--- src/rtl/score_digit_driver.sv ---
// Binary score to BCD (sequential double-dabble) with a 4-digit multiplexed
// common-anode 7-segment driver, optional leading-zero blanking and saturation.
module score_digit_driver #(
   parameter int CLK_HZ   = 100_000_000,
   parameter int SCAN_HZ  = 1_000,
   parameter bit BLANK_LZ = 1'b1
) (
   input  logic        clk,
   input  logic        reset_n,
   input  logic [15:0] score,
   output logic [6:0]  seg,
   output logic [3:0]  an,
   output logic        ovf
);

   localparam int PRESC_MAX = (CLK_HZ / SCAN_HZ > 1) ? (CLK_HZ / SCAN_HZ) - 1 : 0;
   localparam int PW        = (PRESC_MAX > 0) ? $clog2(PRESC_MAX + 1) : 1;
   localparam logic [PW-1:0] PRESC_LAST = PW'(PRESC_MAX);

   localparam logic [1:0] S_IDLE   = 2'd0;
   localparam logic [1:0] S_LOAD   = 2'd1;
   localparam logic [1:0] S_SHIFT  = 2'd2;
   localparam logic [1:0] S_COMMIT = 2'd3;

   logic [1:0]    r_state;
   logic [15:0]   r_last;
   logic [15:0]   r_bin;
   logic [19:0]   r_bcd;
   logic [4:0]    r_cnt;
   logic [15:0]   r_digits;
   logic          r_ovf;
   logic [PW-1:0] r_presc;
   logic [1:0]    r_idx;
   logic [6:0]    r_seg;
   logic [3:0]    r_an;

   logic [19:0]   w_bcd_adj;
   logic [35:0]   w_shift;
   logic [3:0]    w_blank;
   logic [3:0]    w_digit;

   function automatic logic [6:0] seg_pattern(input logic [3:0] d);
      logic [6:0] p;
      case (d)
         4'd0:    p = 7'h40;
         4'd1:    p = 7'h79;
         4'd2:    p = 7'h24;
         4'd3:    p = 7'h30;
         4'd4:    p = 7'h19;
         4'd5:    p = 7'h12;
         4'd6:    p = 7'h02;
         4'd7:    p = 7'h78;
         4'd8:    p = 7'h00;
         4'd9:    p = 7'h10;
         default: p = 7'h7F;
      endcase
      return p;
   endfunction

   // Double-dabble correction: every nibble >= 5 gets +3 before the shift.
   genvar gi;
   generate
      for (gi = 0; gi < 5; gi++) begin : g_adj
         assign w_bcd_adj[gi*4 +: 4] = (r_bcd[gi*4 +: 4] >= 4'd5) ?
                                       r_bcd[gi*4 +: 4] + 4'd3 : r_bcd[gi*4 +: 4];
      end
   endgenerate

   assign w_shift = {w_bcd_adj[18:0], r_bin, 1'b0};

   assign w_blank[0] = 1'b0;
   generate
      for (gi = 1; gi < 4; gi++) begin : g_blank
         assign w_blank[gi] = BLANK_LZ && ~|r_digits[15:gi*4];
      end
   endgenerate

   assign w_digit = r_digits[{r_idx, 2'b00} +: 4];

   always_ff @(posedge clk or negedge reset_n) begin
      if (!reset_n) begin
         r_state  <= S_IDLE;
         r_last   <= '0;
         r_bin    <= '0;
         r_bcd    <= '0;
         r_cnt    <= '0;
         r_digits <= '0;
         r_ovf    <= 1'b0;
      end else begin
         case (r_state)
            S_IDLE: begin
               if (score != r_last) begin
                  r_last  <= score;
                  r_bin   <= score;
                  r_state <= S_LOAD;
               end
            end
            S_LOAD: begin
               r_bcd   <= '0;
               r_cnt   <= 5'd16;
               r_state <= S_SHIFT;
            end
            S_SHIFT: begin
               {r_bcd, r_bin} <= w_shift;
               r_cnt          <= r_cnt - 5'd1;
               if (r_cnt == 5'd1)
                  r_state <= S_COMMIT;
            end
            S_COMMIT: begin
               // Anything past four digits saturates the display at 9999.
               if (|r_bcd[19:16]) begin
                  r_digits <= 16'h9999;
                  r_ovf    <= 1'b1;
               end else begin
                  r_digits <= r_bcd[15:0];
                  r_ovf    <= 1'b0;
               end
               r_state <= S_IDLE;
            end
            default: r_state <= S_IDLE;
         endcase
      end
   end

   always_ff @(posedge clk or negedge reset_n) begin
      if (!reset_n) begin
         r_presc <= '0;
         r_idx   <= '0;
         r_seg   <= 7'h7F;
         r_an    <= 4'hF;
      end else begin
         if (r_presc == PRESC_LAST) begin
            r_presc <= '0;
            r_idx   <= r_idx + 2'd1;
         end else begin
            r_presc <= r_presc + PW'(1);
         end
         r_an  <= ~(4'b0001 << r_idx);
         r_seg <= w_blank[r_idx] ? 7'h7F : seg_pattern(w_digit);
      end
   end

   assign seg = r_seg;
   assign an  = r_an;
   assign ovf = r_ovf;

endmodule
--- config.mk ---
export PLATFORM = sky130hd
export DESIGN_NAME = score_digit_driver
export DESIGN_NICKNAME = d
export VERILOG_FILES = /design/src/rtl/score_digit_driver.sv
export SDC_FILE = /design/constraint.sdc
export NUM_CORES = 1
export LEC_CHECK = 0
export ABC_AREA = 1
export BUFFER_PORTS_ARGS = -buffer_cell sky130_fd_sc_hd__buf_2
export CORE_ASPECT_RATIO = 0.8
export CORE_MARGIN = 1.5
export CORE_UTILIZATION = 60
export DETAILED_ROUTE_END_ITERATION = 8
export GPL_TIMING_DRIVEN = 0
export PLACE_DENSITY = 0.85
export SLEW_MARGIN = 25
export SYNTH_ARGS = -nofsm -noshare
export SYNTH_HDL_FRONTEND = slang
export SYNTH_SLANG_ARGS = --single-unit
--- constraint.sdc ---
create_clock -name clk -period 2.4 [get_ports clk]
set_clock_uncertainty 0.15 [all_clocks]
set_input_delay 0.24 -clock clk [delete_from_list [all_inputs] [get_ports clk]]
set_output_delay 0.24 -clock clk [all_outputs]
set_load 0.01 [all_outputs]
==> results_dict.tcl, run 1 <==
set metrics [dict create \
    synth_cell_types 37 \
    p_per_area_nw_per_um2 1060 \
    max-cap-violations 0 \
    grt_pass1_vias 4601 \
    wl_met2_um 5840 \
    ys_seq_area_frac 0.468 \
    vias 4953 \
    io-pin-count 30 \
    grt_pass1_wl_um 21100 \
    crit_fanout 10 \
    postCtsSetupBuffers 0 \
    critPathLaunchType "flop" \
    dp.final_hpwl_um 8650 \
    area_delta_synth_final_pct 11.6 \
    coreArea_sq_um 9150 \
    ys_warn_count 0 \
    die_x_um 112 \
    clock-sinks 106 \
    drc_errors 6 \
    grt_use_total 0.259 \
    die_area_sq_um 10100 \
    htreeDepth 3 \
    clock.fmax_ghz 0.458 \
    grt.overflow.total 0 \
    leakage_nw 3.23 \
    gp_congestion 0.873 \
    synthesis.area_sq_um 5690 \
    hold_viol_final 0 \
    required_ns 2.47 \
    dpl_cell_area_sq_um 6020 \
    cts_tree "built" \
    syn_inst 718 \
    holdWs_ns 0.0317 \
    syn_avg_cell_area_sq_um 7.93 \
    antennaDiodeCount 0 \
    cts_buffers 9 \
    top_layer "met4" \
    portBuffers 29 \
    period_needed_ns 2.18 \
    fin_util 0.694 \
    drive_gt1_frac 0.106 \
    viasPerCell 5.63 \
    min_path_type "in -> reg" \
    wl_met1_um 5660 \
    rsz0062_at_grt "no" \
    syn_nets 763 \
    dr.first_iter.drc_count 426 \
    fill_cells 715 \
    wl_met3_um 753 \
    finalCritPeriodShare 0.909 \
    routed_wl_um 12400 \
    clk_pin_slew_ns 0.07 \
    rows 31 \
    initial_core_util 0.622 \
    regArea_sq_um 2670 \
    clk_path_buf_depth 2 \
    cts_root_buf "clkbuf_16" \
    multiInputGateArea_sq_um 2490 \
    arrival_ns 2.25 \
    antenna_found_initial 0 \
    report.final.slew_viol_count 0 \
    peakVddDrop_mv 0.648 \
    grt_max_degree 57 \
    setup_violations 0 \
    outcome "finished, violations left" \
    finalNetCount 805 \
    worst_slew_pin_slew_ns 0.540 \
    ant_nets 0 \
    wl_per_cell_um 14.1 \
    die-height_um 90.1 \
    end_kind "flop" \
    relSlewSlack 0.636 \
    firstDrtPassIters 7 \
    clkLatencyLatePin_ns 0.36 \
    fin_area_sq_um 6350 \
    violations "DRC" \
    p_total_w 0.00676 \
    path_class "reg -> reg" \
    yosys_register_bits 106 \
]
-- critical path, cell delays in order, from the launching register on --
cell,delay (ns)
dfrtp_1,0.38
inv_1,0.09
ha_1,0.28
buf_2,0.17
nand2_1,0.25
clkbuf_1,0.45
a21oi_1,0.08
o21ai_0,0.09
o21ai_0,0.10
-- report_power, final --
| group | total (W) | internal (W) | switching (W) |
|---|---|---|---|
| registers | 0.00259 | 0.00229 | 0.000303 |
| logic | 0.00254 | 0.000907 | 0.00163 |
| clock network | 0.00162 | 0.000931 | 0.000691 |
| total | 0.00676 | 0.00413 | 0.00263 |
-- state kept, by name (all words and copies together), names as in the netlist --
signal / flops
r_last: 16
r_bcd: 20
r_presc: 17
r_digits: 16
r_cnt: 5
an: 4
r_state: 2
r_bin: 16
seg: 7
r_idx: 2
ovf: 1
-- metrics by stage --
stage,setup WS [ns],instances,TNS [ns]
floorplan,0.484,718,0
global placement,-0.187,862,-17.32
detailed placement,0.256,863,0
CTS,0.217,880,0
global route,0.0498,880,0
finish,0.217,880,0
-- cell type report --
type / count / share of cell area
Sequential cell: 106 / 0.420
Multi-Input combinational cell: 483 / 0.391
Inverter: 109 / 0.0644
Clock buffer: 10 / 0.0360
Timing Repair Buffer: 31 / 0.0297
Tap cell: 115 / 0.0226
Buffer: 20 / 0.0205
Clock inverter: 6 / 0.0156
-- layer usage --
| layer | vias to the layer above | track usage |
|---|---|---|
| met5 | - | 0 |
| met4 | 0 | 0.0673 |
| met3 | 18 | 0.0560 |
| met2 | 184 | 0.416 |
| met1 | 2368 | 0.362 |
| li1 | 2383 | - |
-- cells by family (layout without fill, tap and decap cells) --
family,after synthesis,after routing,synth area share
and+or+nand+nor,329,329,0.248
DFF,106,106,0.468
AOI/OAI and AO/OA,116,116,0.113
adders and majority gates,27,27,0.0593
xor gates and xnor gates,11,11,0.0169
buffers and inverters,129,176,0.0947
-- path summary, 6_finish.rpt --
path | startpoint | slack [ns] | cells after the start | end
setup / recovery | r_state[0] | 0.22 | 8 | r_bcd[18]
max in group asynchronous | reset_n | 1.17 | 3 | seg[3]
hold / removal | score[0] | 0.03 | 3 | r_bin[0]
setup reg to reg | r_state[0] | 0.22 | 8 | r_bcd[18]
min in group asynchronous | reset_n | 0.24 | 2 | r_presc[5]
hold reg to reg | r_presc[0] | 0.32 | 1 | r_presc[0]
-- cells in the mapped netlist (all sizes together) --
cell      n  area [sq um]
nor2     57           221
a31oi     1          6.26
inv     108           405
o21bai    1          7.51
or2       1          6.26
nor3      9          61.3
o32ai     7          61.3
nor3b     1          7.51
clkinv    1          3.75
o21ai    83           419
nand3    57           295
dfrtp    95          2380
nor4      3          33.8
o22ai     5          31.3
dfstp    11           289
o211ai    7          52.6
a21oi    11          55.1
buf      10          92.6
nand4     7          43.8
nand2   193           734
ha       27           338
o31ai     1          7.51
or3b      1          8.76
xor2     11          96.3
clkbuf   10          37.5
-- cell usage in the layout, fill, tap and decap left out, drive strengths merged, types with 2 or more instances in the layout --
cell / n
clkbuf: 20
o32ai: 7
a21oi: 11
o21ai: 83
dfstp: 11
nor3: 9
ha: 27
o22ai: 5
nand4: 7
clkinv: 2
dfrtp: 95
nor2: 57
buf: 40
nand2: 193
nand3: 57
bufinv: 2
xor2: 11
nor4: 3
inv: 110
o211ai: 7
-- timing repair --
action	4_1_cts	5_1_grt
hold buffers	1	0
resized for setup	0	0
hold endpoints to repair	50	0
No activity file was read; power rests on OpenSTA's default activity.
==> run 2, diff against run 1 <==
Settings changed: CTS_CLUSTER_SIZE set to 8, REMOVE_ABC_BUFFERS set to 1, SKIP_LAST_GASP set to 1.
==> run 2 against run 1 <==
  * The run still ends with DRC left
  * Critical path depth up 1
  * Register-to-register slack improved by 0.05 ns
  * Clock-buffer cell count grew 1
  * Wire length fell by 11%
  * Combinational power is 9.4% lower
  * Cell count down 2.3%
  * Critical path type unchanged
  * Sequential share of layout area rose by 0.68 points
  * Sequential cell count unchanged
  * Hold slack better by 0.0077 ns
==> results_dict.tcl, run 2 (synthesis results as in run 1) <==
set metrics [dict create \
    peakVddDrop_mv 0.516 \
    crit_fanout 12 \
    fin_cells 860 \
    hold_viol_final 0 \
    io-pin-count 30 \
    vias 4693 \
    htreeDepth 3 \
    min_to "r_bin[0]" \
    postCtsSetupBuffers 0 \
    outcome "finished, violations left" \
    timing.critical_path.buf_inv 2 \
    crit_slowest_cell "dfrtp_1" \
    relSlewSlack 0.474 \
    report.final.slew_viol_count 0 \
    dpl_cell_area_sq_um 5890 \
    ant_nets 0 \
    viasPerCell 5.46 \
    initial_core_util 0.622 \
    p_per_area_nw_per_um2 1040 \
    die_area_sq_um 10100 \
    firstDrtPassIters 7 \
    wl_per_cell_um 12.8 \
    cts_buffers 9 \
    die_x_um 112 \
    cts_root_buf "clkbuf_16" \
    finalCritPeriodShare 0.889 \
    whs_path_depth 3 \
    portBuffers 29 \
    end_kind "flop" \
    grt.overflow.total 0 \
    grt_max_degree 63 \
    required_ns 2.50 \
    worst_slew_pin_slew_ns 0.789 \
    p_total_w 0.00650 \
    finalNetCount 785 \
    clkLatencyLatePin_ns 0.35 \
    cts_tree "built" \
    antennaDiodeCount 0 \
    die-height_um 90.1 \
    clk_pin_slew_ns 0.07 \
    layout_commonest_cell "nand2_1" \
    r2r_slack_ns 0.27 \
    clk_path_buf_depth 2 \
    clock-sinks 106 \
    grt_pass1_vias 4574 \
    mostFrequentLayoutCells "190 x nand2_1, 106 x inv_1, 95 x dfrtp_1" \
    violations "DRC" \
    period_needed_ns 2.13 \
    critPathMaxStageDelay_ns 0.58 \
    area_delta_synth_final_pct 9.82 \
    r2r_end "seg[3]" \
    path_class "reg -> reg" \
    largest_register_ffs 20 \
    routed_wl_um 11000 \
    grt_use_total 0.238 \
    crit_family "flip-flops" \
    holdWs_ns 0.0394 \
    clock.fmax_ghz 0.469 \
    arrival_ns 2.23 \
    path_cells "inv_2, nand2_1, o211ai_1, o21ai_1, inv_1, ha_1, nand2_1, nand3_1, nand3_1" \
    critPathLaunchType "flop" \
    dpl.cell_count 843 \
    grt_pass1_wl_um 19800 \
    antenna_found_initial 0 \
    setup_violations 0 \
    coreArea_sq_um 9150 \
    regToRegStartpoint "r_idx[0]" \
    reg.largest.list "r_bcd x20, r_presc x17" \
    dr.first_iter.drc_count 373 \
    fin_area_sq_um 6250 \
    rows 31 \
    max-cap-violations 0 \
    final.setup.tns_ns 0 \
    min_path_type "in -> reg" \
    reg2reg_depth 9 \
    dp.final_hpwl_um 7610 \
    gp_congestion 0.858 \
    regMostFlops "r_bcd" \
    drive_gt1_frac 0.0993 \
    hold_path.startpoint "score[0]" \
    rsz0062_at_grt "no" \
    drc_errors 3 \
    leakage_nw 3.17 \
]
## run 2: worst max path at each step
stage                    start          end  depth (start not counted)
global route        r_state[1]  r_digits[5]                          4
floorplan           r_state[0]     r_bcd[1]                          6
CTS                   r_idx[0]       seg[3]                          7
detailed placement  r_state[0]     r_bcd[1]                          6
finish                r_idx[0]       seg[3]                          9
global placement    r_state[0]     r_bcd[9]                          6
## run 2: timing repair
item,4_1_cts,5_1_grt
pin swaps,0,0
gates cloned,0,0
hold endpoints to repair,44,0
hold buffers,1,0
resized for setup,3,3
setup endpoints to repair,38,4
## run 2: final cells by class
class,instances,area (sq um)
flip-flops and latches,106,2670
clock inverters,5,86.3
multi-input cells,483,2510
well taps,115,144
fillers,708,2900
repair buffers,31,189
clock buffers,11,243
inverters,109,409
## run 2: power breakdown
part           leakage, nW  switching (W)  internal [W]  total [W]
logic                 1.66        0.00149      0.000811    0.00230
clock network        0.160       0.000657      0.000951    0.00161
registers             1.35       0.000298       0.00229    0.00259
total                 3.17        0.00244       0.00405    0.00650
## run 2: metrics by stage
stage,setup WS (ns),util
6_report,0.266,0.683
5_1_grt,0.0210,0.683
4_1_cts,0.148,0.681
3_5_place_dp,-0.518,0.643
3_3_place_gp,-0.485,0.639
2_1_floorplan,0.225,-
## run 2: worst reg2reg max path, cell delays in order, from the launching register on
cell	delay, ns
dfrtp_1	0.58
inv_2	0.18
nand2_1	0.11
o211ai_1	0.08
o21ai_1	0.23
inv_1	0.16
ha_1	0.30
nand2_1	0.06
nand3_1	0.10
nand3_1	0.08
## run 2: per-layer routing
metal / vias up / share of wire / routed length [um] / track usage
met5: - / 0 / 0 / 0
met3: 13 / 0.036 / 394 / 0.0499
met2: 105 / 0.49 / 5390 / 0.406
met4: 0 / 0.014 / 155 / 0.0823
met1: 2242 / 0.46 / 5100 / 0.304
li1: 2333 / - / - / -
